$ cat config.mk
export PLATFORM = sky130hd
export DESIGN_NAME = rv32i_mem_arb
export DESIGN_NICKNAME = d
export VERILOG_FILES = /design/src/rtl/rv32i_mem_arb.sv
export SDC_FILE = /design/constraint.sdc
export NUM_CORES = 1
export LEC_CHECK = 0
export CAP_MARGIN = 25
export CELL_PAD_IN_SITES_DETAIL_PLACEMENT = 1
export CELL_PAD_IN_SITES_GLOBAL_PLACEMENT = 2
export CORE_MARGIN = 2
export CORE_UTILIZATION = 10
export CTS_BUF_LIST = sky130_fd_sc_hd__clkbuf_16
export CTS_CLUSTER_DIAMETER = 150
export DETAILED_ROUTE_END_ITERATION = 12
export PLACE_DENSITY = 0.95
export REMOVE_ABC_BUFFERS = 1
export SLEW_MARGIN = 5
export SYNTH_ARGS = -nofsm -noshare
export SYNTH_HDL_FRONTEND = slang
export SYNTH_SLANG_ARGS = --single-unit
$ cat constraint.sdc
create_clock -name clk_i -period 1.9 [get_ports clk_i]
set_input_delay 0.19 -clock clk_i [delete_from_list [all_inputs] [get_ports clk_i]]
set_output_delay 0.19 -clock clk_i [all_outputs]
set_load 0.02 [all_outputs]
$ cat src/rtl/rv32i_mem_arb.sv
// rtl/rv32i_mem_arb.sv - shares one single-port memory between instruction fetch and the LSU data port.
// Optional round-robin arbitration on contention: RV32I_ARB_ROUND_ROBIN_EN.
module rv32i_mem_arb #(
    parameter int unsigned MEM_LATENCY = 1
) (
    input  logic        clk_i,
    input  logic        rst_i,
    input  logic        if_req_i,
    input  logic [31:0] if_addr_i,
    output logic        if_gnt_o,
    output logic        if_rvalid_o,
    output logic [31:0] if_rdata_o,
    input  logic        d_req_i,
    input  logic        d_we_i,
    input  logic [31:0] d_addr_i,
    input  logic [31:0] d_wdata_i,
    input  logic [3:0]  d_be_i,
    output logic        d_gnt_o,
    output logic        d_rvalid_o,
    output logic [31:0] d_rdata_o,
    output logic        mem_req_o,
    output logic        mem_we_o,
    output logic [31:0] mem_addr_o,
    output logic [31:0] mem_wdata_o,
    output logic [3:0]  mem_be_o,
    input  logic        mem_gnt_i,
    input  logic [31:0] mem_rdata_i
);

    typedef enum logic {IDLE, WAIT} state_t;

    localparam logic [2:0] LAT = 3'(MEM_LATENCY);

    state_t     state_q, state_d;
    logic [2:0] cnt_q, cnt_d;
    logic       owner_q, owner_d;
    logic       sel_data;
    logic       accept;
    logic       rd_done;

`ifdef RV32I_ARB_ROUND_ROBIN_EN
    logic last_owner_q, last_owner_d;

    // On contention the port that lost the previous accept goes first.
    assign sel_data = d_req_i & ~(if_req_i & last_owner_q);

    always_comb begin
        last_owner_d = last_owner_q;
        if (accept) begin
            last_owner_d = sel_data;
        end
    end

    always_ff @(posedge clk_i) begin
        if (rst_i) begin
            last_owner_q <= 1'b0;
        end else begin
            last_owner_q <= last_owner_d;
        end
    end
`else
    assign sel_data = d_req_i;
`endif

    assign accept  = (state_q == IDLE) && (if_req_i || d_req_i) && mem_gnt_i && !rst_i;
    assign rd_done = (state_q == WAIT) && (cnt_q == 3'd1);

    always_comb begin
        state_d = state_q;
        cnt_d   = cnt_q;
        owner_d = owner_q;
        case (state_q)
            IDLE: begin
                // Writes complete in the accept cycle; only reads wait for data.
                if (accept && !(sel_data && d_we_i)) begin
                    state_d = WAIT;
                    cnt_d   = LAT;
                    owner_d = sel_data;
                end
            end
            WAIT: begin
                cnt_d = cnt_q - 3'd1;
                if (rd_done) begin
                    state_d = IDLE;
                end
            end
            default: state_d = IDLE;
        endcase
    end

    always_ff @(posedge clk_i) begin
        if (rst_i) begin
            state_q <= IDLE;
            cnt_q   <= 3'd0;
            owner_q <= 1'b0;
        end else begin
            state_q <= state_d;
            cnt_q   <= cnt_d;
            owner_q <= owner_d;
        end
    end

    always_comb begin
        if_gnt_o    = 1'b0;
        d_gnt_o     = 1'b0;
        if_rvalid_o = 1'b0;
        d_rvalid_o  = 1'b0;
        if_rdata_o  = 32'h0;
        d_rdata_o   = 32'h0;
        mem_req_o   = 1'b0;
        mem_we_o    = 1'b0;
        mem_addr_o  = 32'h0;
        mem_wdata_o = 32'h0;
        mem_be_o    = 4'h0;
        if (!rst_i) begin
            if (state_q == IDLE) begin
                mem_req_o = if_req_i | d_req_i;
                if (sel_data) begin
                    mem_we_o    = d_we_i;
                    mem_addr_o  = d_addr_i;
                    mem_wdata_o = d_wdata_i;
                    mem_be_o    = d_be_i;
                end else if (if_req_i) begin
                    mem_addr_o = if_addr_i;
                    mem_be_o   = 4'hF;
                end
                if_gnt_o = accept & ~sel_data;
                d_gnt_o  = accept & sel_data;
            end else if (rd_done) begin
                if (owner_q) begin
                    d_rvalid_o = 1'b1;
                    d_rdata_o  = mem_rdata_i;
                end else begin
                    if_rvalid_o = 1'b1;
                    if_rdata_o  = mem_rdata_i;
                end
            end
        end
    end

endmodule

==> flow_summary.ini <==
[timing]
fin_crit_sh = 1.01
min_period_ps = 1910
worst_clock_skew_ps = 0.457
drv_slew = 0
relSlewSlack = 0.808
rsz0062_at_grt = yes
setup_viol = 7
finalHoldViolCount = 0
tightest_slew_ps = 288
whs_ps = 441
setup_slack_ps = -12.8
fmax_mhz = 523

[floorplanning]
io_pins = 276
die_area_mm2 = 0.0153
core_area_mm2 = 0.0139
die_h_um = 124
core.rowCount = 43
fp.dieW_um = 124
start_util = 0.103

[worst_setup_path]
crit-reg2reg-launch = state_q
worstPathRequired_ps = 1710
r2r_end = owner_q
cp.arrival_ps = 1720
path_class = reg -> out
worstPathMaxFanout = 8
r2r_setup_slack_ps = 380
worstSetupEndpointType = output port
reg2reg_depth = 7
setup.worst_path.start_class = register

[cts]
clkTransAtPathRegs_ps = 30
cts_tree = yes
clk_latency_ps = 230
root_buffer = clkbuf_16
h-tree-depth = 1
cts_sinks = 5
cts_inserted_buffers = 3
cts_buffer_depth = 2

[finish]
antennaDiodeCount = 0
mostFrequentLayoutCells = clkdlybuf4s50_1, buf_6, dlygate4sd2_1
drive_gt1_frac = 0.381
final_common_cell = clkdlybuf4s50_1
nets = 629
final_core_util = 0.333
area_growth_pct = 225

[synthesis]
netlist_area_mm2 = 0.00143
synth-seq-cells = 5
ys_seq_area_frac = 0.0700
syn_avg_cell_area_um2 = 7.33
synth_cell_types = 24
syn-instance-count = 195
ys_warn_count = 0

[run_status]
violations = setup timing
status = complete, but fails checks

[grt]
grt_usage = 0.140
use_met1 = 0.164
grt_pass1_wl_mm = 16.3
overflow = 0
grt_pass1_vias = 2800
antenna_found_initial = 0
grt_max_degree = 34
use_met3 = 0.0215
met2_usage = 0.265
top_usage_layer = met2

[detailed_routing]
drt_iter0_markers = 69
via_per_inst = 3.94
ant_nets = 0
firstDrtPassIters = 4
vias = 2630
wl_mm = 11.5
drc = 0
wl_per_cell_um = 17.2

[placed_design]
hpwl_mm = 9.01
portBuffers = 275
gp_congestion = 0.907

[hold_path]
hold_class = in -> reg
min_delay_path_depth = 3
min_to = cnt_q[1]
hold_path_startpoint = rst_i

[power_and_ir_drop]
p_leak_nw = 2.37
powerDensity_mw_per_mm2 = 286
ir_drop_mv = 0.321

[run]
drv_cap = 0
## metrics by stage
stage               area [µm²]  TNS, ps  power [mW]  setup WS (ps)  cells
global placement          4460   -43770       0.972           -426    648
finish                    4650    -40.9        1.33          -12.8    668
CTS                       4620    -1530        1.30           -117    668
global route              4650    -1840        1.41          -90.2    668
floorplan                 1270    -8510       0.401           -127    173
detailed placement        4460   -46280       0.988           -440    648
## report_power, final
group,internal [mW],switching [mW]
clock,0.273,0.0752
sequential,0.117,0.0116
combinational,0.495,0.358
total,0.886,0.445
## what timing repair did
| item | in CTS | in global routing |
|---|---|---|
| setup buffers | 11 | 3 |
| endpoints found under the hold margin | 0 | 0 |
| cloned | 5 | 3 |
| pin swaps | 9 | 21 |
| hold buffers | 0 | 0 |
| endpoints found under the setup margin | 138 | 103 |
| resized for setup | 438 | 120 |
## layout make-up
type                    count  area [µm²]
clock inverters             1        3.75
well taps                 180         225
clock buffers               3        75.1
multi-input cells         160        1250
fillers                  1633        9290
flip-flops and latches      5         104
inverters                   8        30.0
repair buffers            311        2960
## worst max-delay path, cell delays in order, from the launching register on
cell     delay, ps
dfxtp_2        310
inv_2           70
ha_4           140
nand2_4         60
nor4b_4        310
buf_4          190
buf_8          130
and2_4         150
buf_6          110
## synth_stat cells
library cell | count | area (µm²)
buf_2 | 2 | 10.0
dfxtp_1 | 5 | 100
and3_1 | 34 | 213
nand2_1 | 4 | 15.0
ha_1 | 2 | 25.0
nor4b_4 | 2 | 47.6
nor2_4 | 1 | 11.3
nor2_1 | 3 | 11.3
clkbuf_1 | 9 | 33.8
and3b_1 | 1 | 8.76
nor3_1 | 2 | 10.0
inv_1 | 8 | 30.0
or2_1 | 1 | 6.26
a21boi_1 | 1 | 7.51
a32oi_1 | 1 | 8.76
a22o_1 | 32 | 280
nand2_4 | 1 | 11.3
nor4_4 | 1 | 21.3
a2111oi_2 | 1 | 15.0
a21oi_1 | 6 | 30.0
and2_1 | 66 | 413
xor2_1 | 1 | 8.76
buf_4 | 3 | 22.5
buf_6 | 8 | 90.1
## logic make-up (layout without fill, tap and decap cells)
| group | count (synthesis) | in the layout | share of synthesized area |
|---|---|---|---|
| flip-flops | 5 | 5 | 0.0700 |
| AND/OR/NAND/NOR | 116 | 116 | 0.537 |
| buffers and inverters | 30 | 323 | 0.130 |
| XOR/XNOR | 1 | 1 | 0.00613 |
| adder cells (fa/ha/maj) | 2 | 2 | 0.0175 |
| AO/OA/AOI/OAI | 41 | 41 | 0.239 |
## sequential cells by signal, summed over array words and instances, names as in the netlist
signal   count
cnt_q        3
state_q      1
owner_q      1
## routing by layer
| layer | up-vias | part of all wire |
|---|---|---|
| met5 | - | 0 |
| met4 | 0 | 0.014 |
| met2 | 102 | 0.56 |
| met1 | 1252 | 0.38 |
| met3 | 10 | 0.049 |
| li1 | 1266 | - |
## how the worst max path moves through the flow
stage	start	end	slack, ps	cells after the start
floorplan	state_q	mem_addr_o[0]	-130	3
global placement	rst_i	mem_addr_o[21]	-430	6
global route	cnt_q[1]	d_rdata_o[11]	-90	8
detailed placement	rst_i	mem_addr_o[21]	-440	6
CTS	cnt_q[1]	d_rdata_o[27]	-120	9
finish	cnt_q[1]	d_rdata_o[0]	-10	8
Power figures use the tool's default switching activity.
==> RTL change (config.mk and constraints unchanged) <==
Build with the macro `RV32I_ARB_ROUND_ROBIN_EN` defined.
--- a/src/rtl/rv32i_mem_arb.sv
+++ b/src/rtl/rv32i_mem_arb.sv
@@ -1,5 +1,7 @@
 // rtl/rv32i_mem_arb.sv - shares one single-port memory between instruction fetch and the LSU data port.
 // Optional round-robin arbitration on contention: RV32I_ARB_ROUND_ROBIN_EN.
+`define RV32I_ARB_ROUND_ROBIN_EN
+
 module rv32i_mem_arb #(
     parameter int unsigned MEM_LATENCY = 1
 ) (
Behaviour: not the same (Yosys sat finds a counterexample within 4 cycles, from zero or initial values and one cycle with rst_i high).
==> RTL change against the unedited design <==
  * Wire length decreased by 2.6%
  * Sequential cell count increased by 1
  * Area after synthesis increased by 18%
  * Worst setup slack improved by 0.051 ns
  * Power increased by 11%
  * Design area increased by 1.5%
  * Critical path depth unchanged
  * Sequential power increased by 26%
  * Critical endpoint is now d_rdata_o[11]
  * Largest cell class unchanged
  * Highest routed layer unchanged
==> RTL change: results <==
set metrics [dict create \
    clk_pin_slew_ns 0.03 \
    use_met1 0.115 \
    slowest_delay_ns 0.30 \
    grt_use_met2 0.231 \
    grt_max_degree 34 \
    synthFlopType "dfxtp_1" \
    run_status "complete, no violations" \
    port_buffers 275 \
    yosys-top-cells-count "66 x and2_1, 38 x nand2_1, 36 x a21oi_1" \
    vias 3101 \
    fin_skew_ns 0.00180 \
    place_congestion 0.754 \
    cts_buffers 3 \
    drv_slew 0 \
    largest_register_ffs 3 \
    cp_top_family "buffers and inverters" \
    p_leak_nw 2.30 \
    pre_cts_slack_ns -0.504 \
    synthTopCellsByArea "and2_1 24%, and3_1 13%, a21oi_1 11%" \
    cts_max_path_buffers 2 \
    min_from "owner_q$_SDFFE_PP0P_" \
    critPathMaxFanout 17 \
    drtIter0Drc 60 \
    antenna_found_initial 1 \
    overflow 0 \
    root_buffer "clkbuf_16" \
    ys_warn_count 0 \
    hp-class "reg -> reg" \
    grtUsageMet3 0.0431 \
    grt_pass1_wl_um 16700 \
    tightestPinTransition_ns 0.319 \
    r2r-start "cnt_q[0]$_SDFFE_PP0P_" \
    dpl-instance-area_mm2 0.00489 \
    diodes 0 \
    async_reset_ff_frac 0 \
    fin_nets 706 \
    drive_above_1_share 0.280 \
    routed_wl_um 11200 \
    grt_use_total 0.115 \
    dp_hpwl_um 9290 \
    crit_start "cnt_q[1]$_SDFFE_PP0P_" \
    slowest_stage "dfxtp_1" \
    first_pass_iters 4 \
    ir_drop_uv 215 \
    ys_seq_area_frac 0.0712 \
    top_register "cnt_q" \
    crit_arrival_ns 1.67 \
    synth_cell_types 35 \
]
==> RTL change: changes by cell type after synthesis, moves of 3 or more <==
cell / unedited run / this run
inv_1: 8 / 4
nand3_1: 0 / 32
a22o_1: 32 / 0
buf_2: 2 / 13
buf_1: 0 / 3
buf_6: 8 / 3
nor3b_1: 0 / 3
nand2_1: 4 / 38
a21oi_1: 6 / 36
==> RTL change: path summary, 6_finish.rpt <==
path	end	slack [ns]	cells past startpoint
min reg2reg	owner_q$_SDFFE_PP0P_	0.62	2
min	owner_q$_SDFFE_PP0P_	0.62	2
max	d_rdata_o[11]	0.04	8
max reg2reg	cnt_q[2]$_SDFFE_PP0P_	0.51	6
==> RTL change: power breakdown <==
part / total [W] / switching, W / internal (W) / leakage (nW)
Combinational: 0.000966 / 0.000436 / 0.000530 / 2.22
Sequential: 0.000163 / 0.0000204 / 0.000142 / 0.0496
Clock: 0.000343 / 0.0000725 / 0.000270 / 0.0370
Total: 0.00147 / 0.000529 / 0.000942 / 2.30
==> RTL change: layer usage <==
layer	vias to the layer above	wire length, um
li1	1518	-
met1	1393	3950
met2	188	5850
met3	2	1330
met4	0	40
met5	-	0
==> RTL change: repair_timing <==
action / in CTS / in global routing
setup buffers: 4 / 3
pin swaps: 1 / 1
endpoints found under the setup margin: 138 / 115
hold endpoints to repair: 0 / 0
gates resized for setup: 288 / 164
cloned: 1 / 0
==> RTL change: worst register-to-register path: cells and delay by family, from the launching register on <==
family,cells,cell delay [ns]
flops,1,0.34
fa+ha+maj,1,0.19
simple gates,1,0.14
buf+inv,2,0.15
compound gates,2,0.45
==> RTL change: kinds of logic after synthesis <==
kind of cell	share of synthesized area
and+or+nand+nor	0.640
adders and majority gates	0.0148
buffers and inverters	0.108
muxes	0.00593
DFF	0.0712
AOI/OAI and AO/OA	0.160
==> RTL change: layout make-up <==
type / instances / area [um^2]
Tap cell: 220 / 275
Clock buffer: 3 / 75.1
Fill cell: 2051 / 11800
Sequential cell: 6 / 121
Multi-Input combinational cell: 239 / 1440
Timing Repair Buffer: 312 / 2790
Inverter: 4 / 15.0
==> RTL change: stage by stage <==
stage / instances / hold WS, ns
2_1_floorplan: 249 / 0.263
3_3_place_gp: 773 / 0.579
3_5_place_dp: 773 / 0.593
4_1_cts: 781 / 0.607
5_1_grt: 784 / 0.680
6_report: 784 / 0.616
